`src/rtl/preg_freelist_ctrl_if.sv`:
```
// Allocation and release channels between rename/commit and
// the physical-register free list.
interface preg_freelist_ctrl_if #(
    parameter int TAG_W = 7
);
    logic             alloc_req;
    logic             alloc_gnt;
    logic [TAG_W-1:0] alloc_tag;
    logic             release_valid;
    logic [TAG_W-1:0] release_tag;

    modport master (
        output alloc_req,
        output release_valid,
        output release_tag,
        input  alloc_gnt,
        input  alloc_tag
    );

    modport slave (
        input  alloc_req,
        input  release_valid,
        input  release_tag,
        output alloc_gnt,
        output alloc_tag
    );
endinterface

```
`src/rtl/preg_freelist_ctrl.sv`:
```
// Circular free list of physical tags: one grant and one release
// per cycle, with INIT fill and single-cycle flush recovery.
module preg_freelist_ctrl #(
    parameter int NUM_ARCH = 64,
    parameter int DEPTH    = 16,
    parameter int TAG_W    = 7
) (
    input  logic                   clk,
    input  logic                   rst,
    preg_freelist_ctrl_if.slave    fl,
    input  logic                   recovery,
    output logic [$clog2(DEPTH):0] free_count,
    output logic                   empty,
    output logic                   busy,
    output logic                   err_overflow
);

    localparam int PW = $clog2(DEPTH);
    localparam int CW = PW + 1;
    localparam logic [CW-1:0] FULL = CW'(DEPTH);

    typedef enum logic [1:0] {
        S_INIT,
        S_RUN,
        S_RECOVER
    } state_e;

    state_e           state_q, state_d;
    logic [PW-1:0]    head_q, head_d;
    logic [PW-1:0]    tail_q, tail_d;
    logic [PW-1:0]    init_cnt_q, init_cnt_d;
    logic [CW-1:0]    cnt_q, cnt_d;
    logic             err_q, err_d;
    logic [TAG_W-1:0] list_q [DEPTH];

    logic             run;
    logic             gnt;
    logic             push;
    logic             wr_en;
    logic [PW-1:0]    wr_idx;
    logic [TAG_W-1:0] wr_data;

    assign run  = (state_q == S_RUN);
    assign gnt  = fl.alloc_req && run && (cnt_q != '0) && !recovery;
    assign push = run && fl.release_valid && (cnt_q != FULL);

    always_comb begin
        state_d    = state_q;
        head_d     = head_q;
        tail_d     = tail_q;
        init_cnt_d = init_cnt_q;
        cnt_d      = cnt_q;
        err_d      = err_q;
        wr_en      = 1'b0;
        wr_idx     = tail_q;
        wr_data    = fl.release_tag;
        unique case (state_q)
            S_INIT: begin
                wr_en      = 1'b1;
                wr_idx     = init_cnt_q;
                wr_data    = TAG_W'(NUM_ARCH) + TAG_W'(init_cnt_q);
                init_cnt_d = init_cnt_q + 1'b1;
                cnt_d      = cnt_q + 1'b1;
                if (init_cnt_q == PW'(DEPTH - 1)) begin
                    state_d = S_RUN;
                    head_d  = '0;
                    tail_d  = '0;
                end
            end
            S_RUN: begin
                wr_en = push;
                if (push) tail_d = tail_q + 1'b1;
                if (fl.release_valid && cnt_q == FULL) err_d = 1'b1;
                if (gnt) head_d = head_q + 1'b1;
                cnt_d = cnt_q + {{PW{1'b0}}, push} - {{PW{1'b0}}, gnt};
                if (recovery) state_d = S_RECOVER;
            end
            S_RECOVER: begin
                // Speculative tags since the last commit point return as free
                head_d  = tail_q;
                cnt_d   = FULL;
                state_d = S_RUN;
            end
            default: state_d = S_INIT;
        endcase
    end

    always_ff @(posedge clk) begin
        if (!rst) begin
            state_q    <= S_INIT;
            head_q     <= '0;
            tail_q     <= '0;
            init_cnt_q <= '0;
            cnt_q      <= '0;
            err_q      <= 1'b0;
        end else begin
            state_q    <= state_d;
            head_q     <= head_d;
            tail_q     <= tail_d;
            init_cnt_q <= init_cnt_d;
            cnt_q      <= cnt_d;
            err_q      <= err_d;
        end
    end

    always_ff @(posedge clk) begin
        if (rst && wr_en) list_q[wr_idx] <= wr_data;
    end

    assign fl.alloc_gnt = gnt;
    assign fl.alloc_tag = run ? list_q[head_q] : '0;
    assign free_count   = cnt_q;
    assign empty        = (cnt_q == '0);
    assign busy         = !run;
    assign err_overflow = err_q;

endmodule

```
`src/flat_wrapper.sv`:
```
// flat-port wrapper written by rule: the top's interface ports become plain ports
module preg_freelist_ctrl_flat 
#(
    parameter int NUM_ARCH = 64,
    parameter int DEPTH    = 16,
    parameter int TAG_W    = 7
)
  (clk, rst, recovery, free_count, empty, busy, err_overflow, fl_alloc_req, fl_release_valid, fl_release_tag, fl_alloc_gnt, fl_alloc_tag);
  preg_freelist_ctrl_if #(.TAG_W(TAG_W)) fl_i ();
  input  logic clk;
  input  logic rst;
  input  logic recovery;
  output logic [$clog2(DEPTH):0] free_count;
  output logic empty;
  output logic busy;
  output logic err_overflow;
  input wire logic [$bits(fl_i.alloc_req)-1:0] fl_alloc_req;
  input wire logic [$bits(fl_i.release_valid)-1:0] fl_release_valid;
  input wire logic [$bits(fl_i.release_tag)-1:0] fl_release_tag;
  output wire logic [$bits(fl_i.alloc_gnt)-1:0] fl_alloc_gnt;
  output wire logic [$bits(fl_i.alloc_tag)-1:0] fl_alloc_tag;
  assign fl_i.alloc_req = fl_alloc_req;
  assign fl_i.release_valid = fl_release_valid;
  assign fl_i.release_tag = fl_release_tag;
  assign fl_alloc_gnt = fl_i.alloc_gnt;
  assign fl_alloc_tag = fl_i.alloc_tag;
  preg_freelist_ctrl #(.NUM_ARCH(NUM_ARCH), .DEPTH(DEPTH), .TAG_W(TAG_W)) u_core (.clk(clk), .rst(rst), .fl(fl_i), .recovery(recovery), .free_count(free_count), .empty(empty), .busy(busy), .err_overflow(err_overflow));
endmodule
```
`config.mk`:
```
export PLATFORM = sky130hd
export DESIGN_NAME = preg_freelist_ctrl_flat
export DESIGN_NICKNAME = d
export VERILOG_FILES = /design/src/rtl/preg_freelist_ctrl_if.sv /design/src/rtl/preg_freelist_ctrl.sv /design/src/flat_wrapper.sv
export SDC_FILE = /design/constraint.sdc
export NUM_CORES = 1
export LEC_CHECK = 0
export ABC_AREA = 1
export CAP_MARGIN = 20
export CORE_AREA = 4 4 138 140
export DETAILED_ROUTE_END_ITERATION = 10
export DIE_AREA = 0 0 142 144
export SLEW_MARGIN = 25
export SYNTH_ARGS = -nofsm -noshare
export SYNTH_HDL_FRONTEND = slang
export SYNTH_SLANG_ARGS = --single-unit
```
`constraint.sdc`:
```
create_clock -name clk -period 6.1 [get_ports clk]
set_input_delay 1.22 -clock clk [delete_from_list [all_inputs] [get_ports clk]]
set_output_delay 1.22 -clock clk [all_outputs]
set_load 0.02 [all_outputs]
```
Word level (Yosys, flattened, before mapping)
Memories as Yosys holds them, arrays and structs flattened. A register that Yosys moved wholly into a read port is not among the register bits.
Index checks and enable logic that the tools add are counted.
- add/subtract/negate cells: 7
- equal/unequal tests: 9
- multiplexer cells: 17
- reduce and logical (&&, ||, !) cells: 18
- operator list (cell ; number):
    $mux 4 ; 6
    $pmux 5 s3 ; 1
    $mux 7 ; 2
    $add 4x1->4 const B ; 3
    $pmux 4 s3 ; 1
    $pmux 4 s2 ; 1
    $add 7x4->7 const A ; 1
    $logic_and 1x1->1 ; 7
    $ne 2x2->1 const B ; 3
    $pmux 2 s3 ; 1
    $reduce_and 3->1 ; 2
    $add 5x1->5 ; 1
    $add 5x1->5 const B ; 1
    $eq 5x5->1 const B ; 1
    $logic_not 5->1 ; 1
    $ne 5x5->1 const B ; 1
    $reduce_bool 5->1 ; 1
    $sub 5x1->5 ; 1
    $eq 4x4->1 const B ; 1
    $mux 2 ; 2
    $reduce_and 2->1 ; 2
    $reduce_bool 3->1 ; 1
    $eq 2x1->1 const B ; 1
    $eq 2x2->1 const B ; 1
    other kinds (6) ; 8
- flip-flop bits (word level): 20
- memory bits (writable): 112
- input bits: 12
- output and inout bits: 16
- logic and storage cells: 58
- memories kept: 1
- memories (name ; depth ; width ; rd ports ; clocked after Yosys merged registers in ; wr ports ; line ; RTL):
    u_core.list_q ; 16 ; 7 ; 1 ; 1 ; 1 ; preg_freelist_ctrl.sv:34 ; logic [TAG_W-1:0] list_q [DEPTH];

Depth between registers and ports, before layout
- depth after elaboration: 8
- depth in mapped cells: 20
- mapped depth without buffers: 20

Least setup slack after synthesis
Ideal clock, no wire load.
- path kind: register to register
- start point: reg u_core.cnt_q[1], in the netlist u_core.free_count[1]
- end point: reg u_core.cnt_q[4], in the netlist u_core.free_count[4]
- library setup time: 0.070 ns
- data arrival time: 2.549 ns
- required time: 6.030 ns
- path slack: 3.482 ns
- cell stages (with the launch flop): 20
- buffers on the path: 0
- period minus slack after synthesis: 2.618 ns
- cells stage by stage: dfxtp_1 > inv_1 > ha_1 > nand3_1 > nand2_1 > inv_1 > ha_1 > inv_1 > ha_1 > inv_1 > fa_1 > inv_1 > nand2_1 > nand2_1 > nand2_1 > nand2_1 > nand3_1 > nand2_1 > nand2_1 > a21oi_1
- word-level cells in the longest chain between the ends: 5
- elaborated cells on any way between the ends: 9
- those cells by class: 3 x add/sub; 1 x eq/ne; 1 x mux; 4 x reduce/logical
- RTL lines (element ; line ; RTL):
    from (decl) ; preg_freelist_ctrl.sv:32 ; logic [CW-1:0] cnt_q, cnt_d;
    from (signal assigned) ; preg_freelist_ctrl.sv:101 ; cnt_q <= cnt_d;
    $reduce_bool 5->1 ; preg_freelist_ctrl.sv:44 ; assign gnt = fl.alloc_req && run && (cnt_q != '0) && !recovery;
    $logic_and 1x1->1 (2 in a row) ; preg_freelist_ctrl.sv:44 ;
    named net fl_alloc_gnt ; flat_wrapper.sv:20 ; output wire logic [$bits(fl_i.alloc_gnt)-1:0] fl_alloc_gnt;
    $sub 5x1->5 ; preg_freelist_ctrl.sv:75 ; cnt_d = cnt_q + {{PW{1'b0}}, push} - {{PW{1'b0}}, gnt};
    $pmux 5 s3 ; preg_freelist_ctrl.sv:57 ; unique case (state_q)
The timed path passes the listed nets, and every way through them passes these cells.
A chain may end at the register's enable or synchronous reset.

==> run metrics <==
nets@finish=roughly 670; most used cell, CP=nand3_1; non-filler cells, final=approximately 880; Max Slew Vio Count=0; Yosys warning count=0; Area after DPL=around 6600 µm²; Vias/cell=between 5 and 6; Core Box Area=around 18,000 µm²; Hold Crit Class=reg2reg; via count=between 4,000 and 5,000; Die Area=about 20,000 µm²; Mean Syn Cell Area=between 9 and 10 µm²; main area contributors after synthesis=edfxtp_1 55%, dfxtp_1 7.8%, nor2_1 7.2%; Layout area overhead=15.6%; Die Span Y=roughly 140 µm; synthesized area=~6100 µm²; top-count cell post-synth=nor2_1; Final setup viols=0; Cell Pwr Density=between 400 and 500 nW/µm²; post-synthesis xor/xnor area fraction=less than 1%; reg2reg setup slack=approximately 3.0 ns; Ports=28; Switching Power=1.06 mW; number of global-route vias before repair=approximately 4,500; hold slack=about 0.48 ns; Finished Cell Area=approximately 7100 µm²; # diodes=0; post-synthesis mux area share=0%; hpwl dp=between 9000 and 10,000 µm; top cell type's share of synthesized area=54.9%; Largest stage delay, worst path=~0.71 ns; synth unique cells=28; initial antenna violation count=0; post-synthesis compound-gate area fraction=roughly 8.8%; Cells after DPL=between 800 and 900; CP startpoint kind=register; Worst Path Required=4.88 ns; Post-synth EDFFs=between 100 and 150; quantity of hold-fixing buffers added after cts=0; clk_skew=approximately 0.013 ns; #FFs+latches synth=roughly 140; Die W=~140 µm; layout cells sized above 1=about 6.6%; Port Buffer Count=27; Final Worst Setup Slack=~1.8 ns; critical path peak fanout=57; worst setup path category=reg2out; Max-slew headroom=roughly 43%; final worst-path cycle share=71.2%; Max-cap violations=0; Mapped Nets=between 600 and 700; Synth Area in Simple Gates=between 10% and 20%; post-place setup slack=between 2 and 2.5 ns; Top FF cell, synth=edfxtp_1; Reg-to-Reg Start=u_core.state_q[1]$_SDFFE_PN0P_; initial core utilization=34.3%; CTS buffer count=17; Slowest cell on crit path=inv_2; combinational power share=~29%; Initial DRC Count=between 300 and 400; largest family of logic cells by synthesized area=simple AND/OR/NAND/NOR gates; Seq/Total Area, Yosys=between 60% and 70%; worst-skew pair later-pin latency=~0.41 ns; hold path startpoint=u_core.err_overflow$_SDFFE_PN0P_; cells after synthesis=slightly above 600; status=completed; routed wire length=approximately 15,000 µm; P_leak=2.58 nW; P_int=1.98 mW; DRC=0; FMAX=between 0.2 and 0.25 GHz; final hold vios=0; Critical Path End Type=output port; worst-case clock buffer depth=2; Setup TNS Final=0 ns; Net Sw Frac=between 30% and 40%; Reg power frac=about two fifths; first-pass GRT wire length=around 24,000 µm; crit path DAT=approximately 3.1 ns; postcts setup bufs=0; Post-Synth Adder-Cell Area=between 4 and 5%; H-tree Lvls=4; GRT Residual Overflow=0; GR Util All Layers=roughly 15%; Design Power=3.04 mW; crit path cell chain=buf_4, inv_2, o21ai_0, nand3_1, nand3_1, a21oi_1, clkdlybuf4s50_1; Final Wtd Congestion=~0.83; Clock power frac=slightly below 30%; largest net degree at the start of global routing=a little under 60; WL per Instance=approximately 17 µm; Tmin final=between 4 and 5 ns; Synth top cells by count=117 x nor2_1, 113 x nand2_1, 112 x edfxtp_1; TritonCTS clock tree=done; largest vdd supply drop=0.232 mV; Reg clk slew, reported paths=0.06 ns; post-CTS sizing=0; drt pass-1 iters=6; RSZ-0062 raised after global routing=false; Final ANT Viol Nets=0; Clock Root Buffer=clkbuf_16; site row count=between 40 and 50; number of clock sinks=136; Slew @ Worst Pin=between 0.8 and 0.9 ns; cell accounting for the most synthesized area=edfxtp_1; Final Core Density=between 30% and 40%; asr flop ratio synth=0%
[kinds of logic (layout without fill, tap and decap cells)]
kind of cell,count (synthesis),after routing
compound gates,101,101
simple gates,293,293
flops,136,136
xor+xnor,1,1
buf+inv,65,104
fa+ha+maj,19,19
[state kept, by name, summed over array words and instances, names as in the netlist, named ones only]
| register | count |
|---|---|
| u_core.err_overflow | 1 |
| u_core.free_count | 5 |
| u_core.head_q | 4 |
| u_core.init_cnt_q | 4 |
| u_core.list_q | 112 |
| u_core.state_q | 2 |
| u_core.tail_q | 4 |
[final cells by class]
class                           instances  area (µm²)
Timing Repair Buffer                   31         300
Clock buffer                           19         433
Sequential cell                       136        3840
Inverter                               42         158
Clock inverter                         12        80.1
Multi-Input combinational cell        414        1980
Tap cell                              229         287
Fill cell                            1691       10800
[path summary, 6_finish.rpt]
path	cells after the start	endpoint
worst max-delay path	7	fl_alloc_tag[1]
worst min-delay path	2	u_core.err_overflow$_SDFFE_PN0P_
worst min register to register	2	u_core.err_overflow$_SDFFE_PN0P_
worst max register to register	20	u_core.free_count[4]$_SDFFE_PN0N_
[layer usage]
layer / vias up / track usage (%) / part of all wire, %
met5: - / 0 / 0
met4: 0 / 5.61 / 1.8
met3: 18 / 4.13 / 5.9
met2: 141 / 24.6 / 48
met1: 2164 / 19.8 / 44
li1: 2156 / - / -
[worst max-delay path, delay by kind of cell (launching register included)]
kind	cells	cell delay (ns)
buffers and inverters	3	1.66
AO/OA/AOI/OAI	2	0.47
flip-flops	1	0.30
AND/OR/NAND/NOR	2	0.26
[placed cells by master, fill, tap and decap left out, drive strengths merged]
master         netlist  final
a21oi               31     31
a221oi               3      3
buf                 17      4
clkbuf               6     19
clkdlybuf4s50        0     27
clkinv               0      7
clkinvlp             0      3
dfxtp               24     24
edfxtp             112    112
fa                   1      1
ha                  18     18
inv                 42     44
nand2              114    114
nand3               55     55
nand4                2      2
nor2               117    117
nor3                 2      2
o211ai               5      5
o21ai               62     62
or2                  3      3
xor2                 1      1
[power by group through the flow]
stage | clock (mW) | sequential [mW] | combinational, mW
4_1_cts | 0.904 | 1.27 | 0.887
3_5_place_dp | 0 | 1.29 | 0.881
5_1_grt | 0.950 | 1.28 | 0.992
6_report | 0.887 | 1.27 | 0.878
3_3_place_gp | 0 | 1.29 | 0.854
2_1_floorplan | 0 | 1.29 | 0.556
Note: power is estimated with default switching activity, not from simulation.
